--- config.mk ---
export PLATFORM = sky130hd
export DESIGN_NAME = sev_seg_scan_ctrl
export DESIGN_NICKNAME = d
export VERILOG_FILES = /design/src/rtl/sev_seg_scan_ctrl.sv
export SDC_FILE = /design/constraint.sdc
export NUM_CORES = 1
export LEC_CHECK = 0
export ABC_AREA = 1
export BUFFER_PORTS_ARGS = -buffer_cell sky130_fd_sc_hd__buf_2
export CAP_MARGIN = 20
export CORE_ASPECT_RATIO = 0.9
export CORE_MARGIN = 5
export CORE_UTILIZATION = 60
export CTS_CLUSTER_SIZE = 30
export DETAILED_ROUTE_END_ITERATION = 16
export HOLD_SLACK_MARGIN = 0.15
export MAX_ROUTING_LAYER = met4
export PLACE_DENSITY = 0.8
export SETUP_SLACK_MARGIN = 0.4
export SYNTH_ARGS = -nofsm -noshare
export SYNTH_HDL_FRONTEND = slang
export SYNTH_SLANG_ARGS = --single-unit
--- constraint.sdc ---
create_clock -name clk -period 4.01 [get_ports clk]
set_input_delay 0.2005 -clock clk [delete_from_list [all_inputs] [get_ports clk]]
set_output_delay 0.2005 -clock clk [all_outputs]
set_load 0.02 [all_outputs]
--- src/rtl/sev_seg_scan_ctrl.sv ---
// Multiplexed common-anode 7-segment driver with a sequential double-dabble BCD converter.
// Optional leading-zero blanking is enabled by defining SEVSEG_LZ_BLANK_EN.
module sev_seg_scan_ctrl #(
    parameter int NUM_DIGITS = 4,
    parameter int DATA_W     = 16,
    parameter int CLK_DIV    = 50000
) (
    input  logic                  clk,
    input  logic                  rst_n,
    input  logic                  load,
    input  logic                  mode,
    input  logic [DATA_W-1:0]     data_in,
    input  logic [NUM_DIGITS-1:0] dp_in,
    output logic                  busy,
    output logic                  ovf,
    output logic [7:0]            cathodes,
    output logic [NUM_DIGITS-1:0] anodes
);

    localparam int BCD_W = 4 * NUM_DIGITS;
    localparam int IDX_W = (NUM_DIGITS > 1) ? $clog2(NUM_DIGITS) : 1;
    localparam int PRE_W = $clog2(CLK_DIV);
    localparam int CNT_W = $clog2(DATA_W + 1);

    localparam logic [1:0] S_IDLE   = 2'd0;
    localparam logic [1:0] S_CONV   = 2'd1;
    localparam logic [1:0] S_COMMIT = 2'd2;

    logic [1:0]            state;
    logic [DATA_W-1:0]     data_q;
    logic                  mode_q;
    logic [NUM_DIGITS-1:0] dp_q;
    logic [BCD_W-1:0]      bcd_q;
    logic                  bcd_ovf_q;
    logic [CNT_W-1:0]      bit_cnt;

    logic [BCD_W-1:0]      disp_digits;
    logic [NUM_DIGITS-1:0] disp_dp;
    logic                  disp_ovf;
    logic                  disp_valid;

    logic [PRE_W-1:0]      pre_cnt;
    logic [IDX_W-1:0]      digit_idx;

    logic [BCD_W-1:0]      bcd_adj;
    logic [BCD_W-1:0]      hex_digits;
    logic                  hex_ovf;
    logic [NUM_DIGITS-1:0] blank_mask;
    logic [3:0]            cur_nib;
    logic [6:0]            cur_seg;

    function automatic logic [6:0] seg_decode(input logic [3:0] nib);
        logic [6:0] lit;
        lit = 7'h00;
        case (nib)
            4'h0: lit = 7'h3F;
            4'h1: lit = 7'h06;
            4'h2: lit = 7'h5B;
            4'h3: lit = 7'h4F;
            4'h4: lit = 7'h66;
            4'h5: lit = 7'h6D;
            4'h6: lit = 7'h7D;
            4'h7: lit = 7'h07;
            4'h8: lit = 7'h7F;
            4'h9: lit = 7'h6F;
            4'hA: lit = 7'h77;
            4'hB: lit = 7'h7C;
            4'hC: lit = 7'h39;
            4'hD: lit = 7'h5E;
            4'hE: lit = 7'h79;
            4'hF: lit = 7'h71;
        endcase
        return ~lit;
    endfunction

    // NOTE: every combinational output gets a default before any conditional update so no latch is inferred.
    always_comb begin
        bcd_adj = bcd_q;
        for (int i = 0; i < NUM_DIGITS; i++) begin
            if (bcd_q[4*i +: 4] >= 4'd5) bcd_adj[4*i +: 4] = bcd_q[4*i +: 4] + 4'd3;
        end
    end

    generate
        if (DATA_W > BCD_W) begin : g_hex_wide
            assign hex_digits = data_q[BCD_W-1:0];
            assign hex_ovf    = |data_q[DATA_W-1:BCD_W];
        end else if (DATA_W == BCD_W) begin : g_hex_exact
            assign hex_digits = data_q;
            assign hex_ovf    = 1'b0;
        end else begin : g_hex_narrow
            assign hex_digits = {{(BCD_W-DATA_W){1'b0}}, data_q};
            assign hex_ovf    = 1'b0;
        end
    endgenerate

    // NOTE: sequential state uses non-blocking assignments so every register samples pre-edge values.
    always_ff @(posedge clk or negedge rst_n) begin
        if (!rst_n) begin
            state       <= S_IDLE;
            data_q      <= '0;
            mode_q      <= 1'b0;
            dp_q        <= '0;
            bcd_q       <= '0;
            bcd_ovf_q   <= 1'b0;
            bit_cnt     <= '0;
            // NOTE: the display register is explicitly reset; disp_valid keeps it blank until a commit.
            disp_digits <= '0;
            disp_dp     <= '0;
            disp_ovf    <= 1'b0;
            disp_valid  <= 1'b0;
        end else begin
            case (state)
                S_IDLE: begin
                    if (load) begin
                        data_q    <= data_in;
                        mode_q    <= mode;
                        dp_q      <= dp_in;
                        bcd_q     <= '0;
                        bcd_ovf_q <= 1'b0;
                        bit_cnt   <= '0;
                        state     <= mode ? S_CONV : S_COMMIT;
                    end
                end
                S_CONV: begin
                    // Carry out of the top nibble means the value needs more digits than we have.
                    bcd_q     <= {bcd_adj[BCD_W-2:0], data_q[DATA_W-1]};
                    bcd_ovf_q <= bcd_ovf_q | bcd_adj[BCD_W-1];
                    data_q    <= {data_q[DATA_W-2:0], 1'b0};
                    bit_cnt   <= bit_cnt + CNT_W'(1);
                    if (bit_cnt == CNT_W'(DATA_W - 1)) state <= S_COMMIT;
                end
                S_COMMIT: begin
                    disp_digits <= mode_q ? bcd_q : hex_digits;
                    disp_dp     <= dp_q;
                    disp_ovf    <= mode_q ? bcd_ovf_q : hex_ovf;
                    disp_valid  <= 1'b1;
                    state       <= S_IDLE;
                end
                default: state <= S_IDLE;
            endcase
        end
    end

    assign busy = (state == S_CONV);
    assign ovf  = disp_ovf;

`ifdef SEVSEG_LZ_BLANK_EN
    always_comb begin
        logic zero_above;
        zero_above = 1'b1;
        blank_mask = '0;
        for (int i = NUM_DIGITS - 1; i >= 1; i--) begin
            zero_above    = zero_above & (disp_digits[4*i +: 4] == 4'd0);
            blank_mask[i] = zero_above & ~disp_ovf;
        end
    end
`else
    assign blank_mask = '0;
`endif

    assign cur_nib = disp_digits[{digit_idx, 2'b00} +: 4];

    always_comb begin
        if (disp_ovf)                   cur_seg = 7'b0111111;
        else if (blank_mask[digit_idx]) cur_seg = 7'h7F;
        else                            cur_seg = seg_decode(cur_nib);
    end

    always_ff @(posedge clk or negedge rst_n) begin
        if (!rst_n) begin
            pre_cnt   <= '0;
            digit_idx <= '0;
            anodes    <= '1;
            cathodes  <= 8'hFF;
        end else begin
            if (pre_cnt == PRE_W'(CLK_DIV - 1)) begin
                pre_cnt   <= '0;
                digit_idx <= (digit_idx == IDX_W'(NUM_DIGITS - 1)) ? '0 : digit_idx + IDX_W'(1);
            end else begin
                pre_cnt <= pre_cnt + PRE_W'(1);
            end
            anodes   <= ~(NUM_DIGITS'(1) << digit_idx);
            cathodes <= disp_valid ? {~disp_dp[digit_idx], cur_seg} : 8'hFF;
        end
    end

endmodule

==> metrics.log, run 1 <==
[metrics] GRT Util Overall: 23.44%
[metrics] initial antenna violation count: 0
[metrics] clock latency of the later-clocked register in the worst-skew pair: 0.37 ns
[metrics] total setup violations reported at the end of the flow: 0
[metrics] power density normalized to cell area: 640.6 mW/mm^2
[metrics] complex-gate fraction of the synthesized area: 15.32%
[metrics] Clock Tree Buf Depth: 2
[metrics] share of flip-flops with an asynchronous set or reset: 100.0%
[metrics] share of synthesized area spent on multiplexers: 0%
[metrics] initial DRC count: 305
[metrics] Hold Violations, Final: 0
[metrics] Seq/Total Area, Yosys: 49.59%
[metrics] average wire length per cell after detail routing: 14.56 um
[metrics] grt ovf: 0
[metrics] vias per std cell: 5.572
[metrics] simple-gate share of the synthesized area: 19.72%
[metrics] classification of the worst-slack hold path: in -> reg
[metrics] Row Count: 31
[metrics] total negative slack: 0 ns
[metrics] leak pwr: 2.776 nW
[metrics] number of buffers added by the clock tree synthesis step: 9
[metrics] GP Congestion: 0.8648
[metrics] clk slew on worst S/H paths: 0.09 ns
[metrics] number of vias after detailed routing: 4179
[metrics] global-route wire length before repair: 18.47 mm
[metrics] setup repair after global routing missed its margin: false
[metrics] post-layout net count: 691
[metrics] half-perimeter wire length after placement: 7.553 mm
[metrics] Post-Synth XOR/XNOR Area: 1.601%
[metrics] number of nets produced by synthesis: 635
[metrics] clock root buffer: sky130_fd_sc_hd__clkbuf_8
[metrics] number of H-tree levels: 3
[metrics] number of global-route vias before repair: 4049
[metrics] TritonCTS clock tree: built
[metrics] relative slew slack: 48.49%
[metrics] data arrival time at the worst-slack endpoint: 2.29 ns
[metrics] Synth-to-Final Area Change: 13.44%
[metrics] crit start category: flip-flop
[metrics] Port Buffers: 37
[metrics] DRT Pass-1 Iters: 5
[metrics] most common flop cell mapped by yosys: sky130_fd_sc_hd__dfrtp_1
[metrics] number of remaining DRC errors: 0
[metrics] largest family of logic cells by synthesized area: simple AND/OR/NAND/NOR gates
[metrics] Worst Setup Path Type: reg -> reg
[metrics] Post-synth EDFFs: 0
[metrics] outcome: complete, no violations
[metrics] horizontal die dimension: 105.5 um
[metrics] Post-Syn Instances: 590
[metrics] f_max: 0.4904 GHz
[metrics] post_cts resized: 0
[metrics] count of different cell masters after synthesis: 33
[metrics] largest net degree at the start of global routing: 65
[metrics] # diodes: 0
[metrics] CP endpoint kind: flip-flop
[metrics] fraction of layout instances using a drive strength above 1: 14.44%
[metrics] Worst Hold Margin: 0.1772 ns
[metrics] number of max-cap violations: 0
[metrics] area of the placeable core: 0.008029 mm^2
[metrics] chip height: 95.95 um
[metrics] synthesis-stage register bit count: 97
[metrics] post-route cell area: 0.005587 mm^2
[metrics] CP Data Required Time: 4.27 ns
[metrics] combined area of all synthesized cells: 0.004925 mm^2
[metrics] Synth Area in Adders: 5.335%
[metrics] Synthesis Warnings: 0
[metrics] initial core utilization: 61.34%
[metrics] Die Area: 0.01012 mm^2
[metrics] post-detailed-placement cell area: 0.005176 mm^2
[metrics] Pins Over Slew Limit: 0
[metrics] final critical-path share of the clock period: 50.85%
[metrics] average cell area after synthesis: 8.347 um^2
[metrics] worst IR drop on VDD: 0.0005150 V
[metrics] num ports: 38
[metrics] actual transition at the worst max-transition pin: 0.7708 ns
[metrics] Layout Skew: 0.01319 ns
[metrics] Min Clock Period, post-route: 2.039 ns
[metrics] count of nets left with antenna violations after detail routing: 0
[metrics] final WL: 10.92 mm
[metrics] clock sink total: 97
[metrics] Fillers: 611
[metrics] largest fanout on the critical path: 21
==> final cells by class <==
type	instances	area (um^2)	area share (%)
Clock buffer	13	180.2	3.225
Sequential cell	97	2442	43.72
Tap cell	99	123.9	2.217
Inverter	84	325.3	5.823
Timing Repair Buffer	62	427.9	7.660
Clock inverter	3	20.02	0.3583
Multi-Input combinational cell	392	2067	37.00
==> sequential cells by signal (all words and copies together) (netlist names) <==
name / count
bcd_q: 16
data_q: 16
disp_digits: 16
pre_cnt: 16
cathodes: 8
bit_cnt: 5
anodes: 4
disp_dp: 4
dp_q: 4
digit_idx: 2
state: 2
bcd_ovf_q: 1
disp_valid: 1
mode_q: 1
ovf: 1
==> per-layer routing <==
layer  share of wire [%]  global-route usage (%)
met1                  43                   28.46
met2                  49                   39.38
met3                 5.5                   4.762
met4                 2.3                   8.738
met5                   0                       -
==> per-stage QoR <==
step	power [mW]	instances	util, %	setup WS, ns
6_report	3.579	750	69.58	1.971
5_1_grt	3.866	750	69.58	1.834
4_1_cts	3.582	750	69.58	2.010
3_5_place_dp	2.919	713	64.47	2.024
3_3_place_gp	2.842	713	64.47	2.076
2_1_floorplan	2.541	590	-	2.357
==> logic make-up (layout without fill, tap and decap cells) <==
group / Yosys count / in the layout
and+or+nand+nor: 221 / 221
adders and majority gates: 21 / 21
xor gates and xnor gates: 9 / 9
buffers and inverters: 101 / 162
AOI/OAI and AO/OA: 141 / 141
DFF: 97 / 97
==> synthesized netlist by cell type (all sizes together), types with 6 or more instances <==
library cell | instances | share of area, %
a21oi | 45 | 4.6
buf | 11 | 1.4
clkbuf | 6 | 0.46
dfrtp | 85 | 43
dfstp | 12 | 6.4
ha | 21 | 5.3
inv | 83 | 6.5
nand2 | 123 | 10
nand3 | 27 | 3.3
nand4 | 6 | 0.76
nor2 | 58 | 4.7
nor3 | 6 | 0.61
o21ai | 69 | 7.0
o22ai | 22 | 2.8
xor2 | 9 | 1.6
==> path summary, 6_finish.rpt <==
check / endpoint / slack (ns) / from / cells after the start
max: bit_cnt[1] / 1.97 / state[0] / 6
min: data_q[8] / 0.18 / data_in[8] / 3
max reg2reg: bit_cnt[1] / 1.97 / state[0] / 6
min reg2reg: cathodes[6] / 0.43 / disp_valid / 1
max in group asynchronous: dp_q[1] / 2.63 / rst_n / 3
min in group asynchronous: pre_cnt[6] / 0.45 / rst_n / 2
==> where the power goes <==
group / switching [mW] / internal [mW]
Clock: 0.337 / 0.300
Combinational: 0.909 / 0.476
Sequential: 0.234 / 1.32
Total: 1.48 / 2.10
==> worst max-delay path, stage by stage (launching register included) <==
cell	delay, ns
sky130_fd_sc_hd__dfrtp_1	0.40
sky130_fd_sc_hd__inv_1	0.10
sky130_fd_sc_hd__nand3_1	0.07
sky130_fd_sc_hd__buf_4	0.21
sky130_fd_sc_hd__nand2_1	0.59
sky130_fd_sc_hd__inv_2	0.29
sky130_fd_sc_hd__a22o_1	0.25
==> timing repair <==
action                                  CTS  global route
hold buffers                             21             0
setup buffers                             0             0
hold endpoints to repair                 72             0
endpoints found under the setup margin    0             0
==> placed cells by master (no fill, tap or decap), types with 3 or more instances in the layout <==
master | netlist | routed
sky130_fd_sc_hd__dlygate4sd3_1 | 0 | 21
sky130_fd_sc_hd__o21ai_1 | 15 | 15
sky130_fd_sc_hd__nand3_1 | 25 | 25
sky130_fd_sc_hd__dfrtp_1 | 85 | 85
sky130_fd_sc_hd__nand2_2 | 5 | 5
sky130_fd_sc_hd__nor3_1 | 6 | 6
sky130_fd_sc_hd__nand2_1 | 115 | 115
sky130_fd_sc_hd__ha_1 | 21 | 21
sky130_fd_sc_hd__inv_2 | 9 | 9
sky130_fd_sc_hd__dfstp_2 | 12 | 12
sky130_fd_sc_hd__nor2_1 | 55 | 55
sky130_fd_sc_hd__inv_1 | 71 | 71
sky130_fd_sc_hd__clkbuf_8 | 0 | 11
sky130_fd_sc_hd__buf_4 | 0 | 5
sky130_fd_sc_hd__buf_2 | 9 | 36
sky130_fd_sc_hd__o22ai_1 | 22 | 22
sky130_fd_sc_hd__a21oi_1 | 45 | 45
sky130_fd_sc_hd__o21ai_0 | 54 | 54
sky130_fd_sc_hd__nand4_1 | 6 | 6
sky130_fd_sc_hd__inv_4 | 2 | 3
sky130_fd_sc_hd__xor2_1 | 9 | 9
Note: power is estimated with default switching activity, not from simulation.
==> run 2, diff against run 1 <==
Settings changed: CORE_UTILIZATION 60 to 54, PLACE_DENSITY 0.8 to 0.76.
Clock period 4.01 ns to 1.71 ns, I/O delays scaled along.
==> run 2 against run 1 <==
  * Via count increased by 5.8%
  * Flip-flop and latch count unchanged
  * Sequential power increased by 130%
  * Register-to-register slack got worse by 1.9 ns
  * Power increased to 2.7 times the previous value
  * Design area increased by 16%
  * Non-clock buffer count increased by 53
  * First-iteration DRC count decreased by 13%
  * Final cell count increased by 10%
  * Setup slack got worse by 1.9 ns
  * Count of clock-buffer cells in the layout decreased by 3
  * Critical path depth increased by 3
  * Highest routed layer unchanged
==> metrics.log, run 2 (synthesis results as in run 1) <==
[metrics] number of placed cells counting well taps: 744 (+4.3%)
[metrics] horizontal die dimension: 110.7 um (+4.9%)
[metrics] Clock Tree Buf Depth: 2 (unchanged)
[metrics] Row Count: 33 (+6.5%)
[metrics] cell internal pwr: 5.483 mW (+160%)
[metrics] Fillers: 664 (+8.7%)
[metrics] number of H-tree levels: 3 (unchanged)
[metrics] Power Total: 9.521 mW (+170%)
[metrics] relative slew slack: 68.71% (+20 points)
[metrics] post-layout net count: 744 (+7.7%)
[metrics] count of nets left with antenna violations after detail routing: 0 (unchanged)
[metrics] switching share of power: 42.41% (+1.1 points)
[metrics] crit start category: flip-flop
[metrics] vias per std cell: 5.352 (-3.9%)
[metrics] number of buffers added by the clock tree synthesis step: 9 (unchanged)
[metrics] slowest CP cell: sky130_fd_sc_hd__dfrtp_2
[metrics] switching power: 4.037 mW (+170%)
[metrics] half-perimeter wire length after placement: 7.791 mm (+3.2%)
[metrics] post-route cell area: 0.006496 mm^2 (+16%)
[metrics] Die Area: 0.01113 mm^2 (+10%)
[metrics] outcome: complete, no violations
[metrics] largest net degree at the start of global routing: 41 (-37%)
[metrics] buffers plus inverters on the worst setup path: 2 (-1)
[metrics] leading cell types in the layout, fill and taps excluded: sky130_fd_sc_hd__nand2_1 (100), sky130_fd_sc_hd__dfrtp_1 (77), sky130_fd_sc_hd__inv_1 (57)
[metrics] number of vias after detailed routing: 4421 (+5.8%)
[metrics] Synth-to-Final Area Change: 31.91%
[metrics] # diodes: 0 (unchanged)
[metrics] top cell family by delay on the critical path: flip-flops
[metrics] Layout Skew: 0.01200 ns (-0.001191 ns)
[metrics] Min Clock Period, post-route: 1.607 ns (-0.4324 ns)
[metrics] Pins Over Slew Limit: 0 (unchanged)
[metrics] TritonCTS clock tree: built
[metrics] CP endpoint kind: flip-flop
[metrics] actual transition at the worst max-transition pin: 0.4676 ns (-0.3032 ns)
[metrics] DRT Pass-1 Iters: 5 (unchanged)
[metrics] clk slew on worst S/H paths: 0.10 ns (about the same)
[metrics] post-detailed-placement cell area: 0.005298 mm^2 (+2.3%)
[metrics] multi-input combinational cell area: 0.002455 mm^2 (+19%)
[metrics] sequential power share: 37.6% (-5.9 points)
[metrics] f_max: 0.6224 GHz (+27%)
[metrics] initial antenna violation count: 0 (unchanged)
[metrics] average wire length per cell after detail routing: 15.02 um (+3.2%)
[metrics] data arrival time at the worst-slack endpoint: 1.91 ns (-0.38 ns)
[metrics] num ports: 38 (unchanged)
[metrics] area of the placeable core: 0.009001 mm^2 (+12%)
[metrics] final cell utilization of the core: 72.17% (+2.6 points)
[metrics] largest fanout on the critical path: 5 (-76%)
[metrics] initial DRC count: 265 (-13%)
[metrics] final critical-path share of the clock period: 93.95% (+43 points)
[metrics] number of global-route vias before repair: 4184 (+3.3%)
[metrics] share of total power in combinational logic: 47.5% (+8.8 points)
[metrics] clock latency of the later-clocked register in the worst-skew pair: 0.37 ns (about the same)
[metrics] number of remaining DRC errors: 0 (unchanged)
[metrics] chip height: 100.6 um (+4.8%)
[metrics] most common cell after layout, fill and taps aside: sky130_fd_sc_hd__nand2_1
[metrics] number of max-cap violations: 0 (unchanged)
[metrics] Slowest Stage Delay on Critical Path: 0.46 ns (-0.13 ns)
[metrics] number of cells in the finished layout apart from fillers: 826 (+10%)
[metrics] worst IR drop on VDD: 0.0009401 V (+83%)
[metrics] power density normalized to cell area: 1466 mW/mm^2 (+130%)
[metrics] leak pwr: 3.092 nW (+11%)
[metrics] clock sink total: 97 (unchanged)
[metrics] GRT Util Overall: 21.89% (-1.6 points)
[metrics] setup repair after global routing missed its margin: true
[metrics] Hold Violations, Final: 0 (unchanged)
[metrics] Worst Setup Path Type: reg -> reg
[metrics] global-route wire length before repair: 19.46 mm (+5.4%)
[metrics] register area: 0.002452 mm^2 (+0.41%)
[metrics] CP Data Required Time: 2.02 ns (-2.25 ns)
[metrics] fraction of layout instances using a drive strength above 1: 35.23% (+21 points)
[metrics] Port Buffers: 37 (unchanged)
[metrics] initial core utilization: 54.71% (-6.6 points)
[metrics] GP Congestion: 0.8789 (+1.6%)
[metrics] total negative slack: 0 ns (unchanged)
[metrics] classification of the worst-slack hold path: in -> async
[metrics] ordered cell list for the critical path: buf_6 > o21ai_4 > nand2_2 > nand2_4 > inv_4 > ha_4 > nand3_4 > o21a_1 > nand2_1
[metrics] total setup violations reported at the end of the flow: 0 (unchanged)
[metrics] clock network fraction of design power: 14.9% (-2.9 points)
[metrics] clock root buffer: sky130_fd_sc_hd__clkbuf_8
[metrics] grt ovf: 0 (unchanged)
[metrics] final WL: 12.40 mm (+14%)
==> run 2: path summary, 6_finish.rpt <==
path,slack [ns],depth (start not counted),to,start
hold / removal,0.18,2,pre_cnt[12],rst_n
min in group clk,0.44,1,cathodes[7],disp_valid
max in group asynchronous,0.82,3,anodes[3],rst_n
setup reg to reg,0.10,9,cathodes[1],digit_idx[0]
hold reg to reg,0.44,1,cathodes[7],disp_valid
setup / recovery,0.10,9,cathodes[1],digit_idx[0]
==> run 2: cell type report <==
type / count / area share [%]
Clock buffer: 10 / 1.965
Sequential cell: 97 / 37.75
Multi-Input combinational cell: 392 / 37.79
Tap cell: 122 / 2.350
Timing Repair Buffer: 115 / 13.93
Clock inverter: 6 / 0.7704
Inverter: 84 / 5.451
==> run 2: power groups by stage <==
stage               clock network [mW]  logic, mW  registers (mW)
CTS                               1.45       3.74            3.53
global route                      1.53       5.02            3.66
global placement                     0       3.22            3.59
finish                            1.42       4.52            3.58
floorplan                            0       2.42            3.58
detailed placement                   0       3.35            3.61
==> run 2: per-stage QoR <==
stage	hold WS (ns)	worst slack, ns
2_1_floorplan	-0.2101	0.1147
3_3_place_gp	0.03726	0.1356
5_1_grt	0.2227	0.03184
4_1_cts	0.1787	0.1555
6_report	0.1753	0.1034
3_5_place_dp	0.04244	0.06377
==> run 2: what timing repair did <==
action | in CTS | in global routing
hold buffers | 23 | 0
resized for setup | 36 | 131
gates cloned | 0 | 1
endpoints found under the setup margin | 34 | 74
pin swaps | 13 | 33
setup buffers | 26 | 16
hold endpoints to repair | 108 | 0
==> run 2: per-layer routing <==
metal	share of wire [%]	GRT usage, %
met5	0	-
met4	1.5	5.777
met3	4.4	3.962
met2	52	36.52
met1	42	27.92
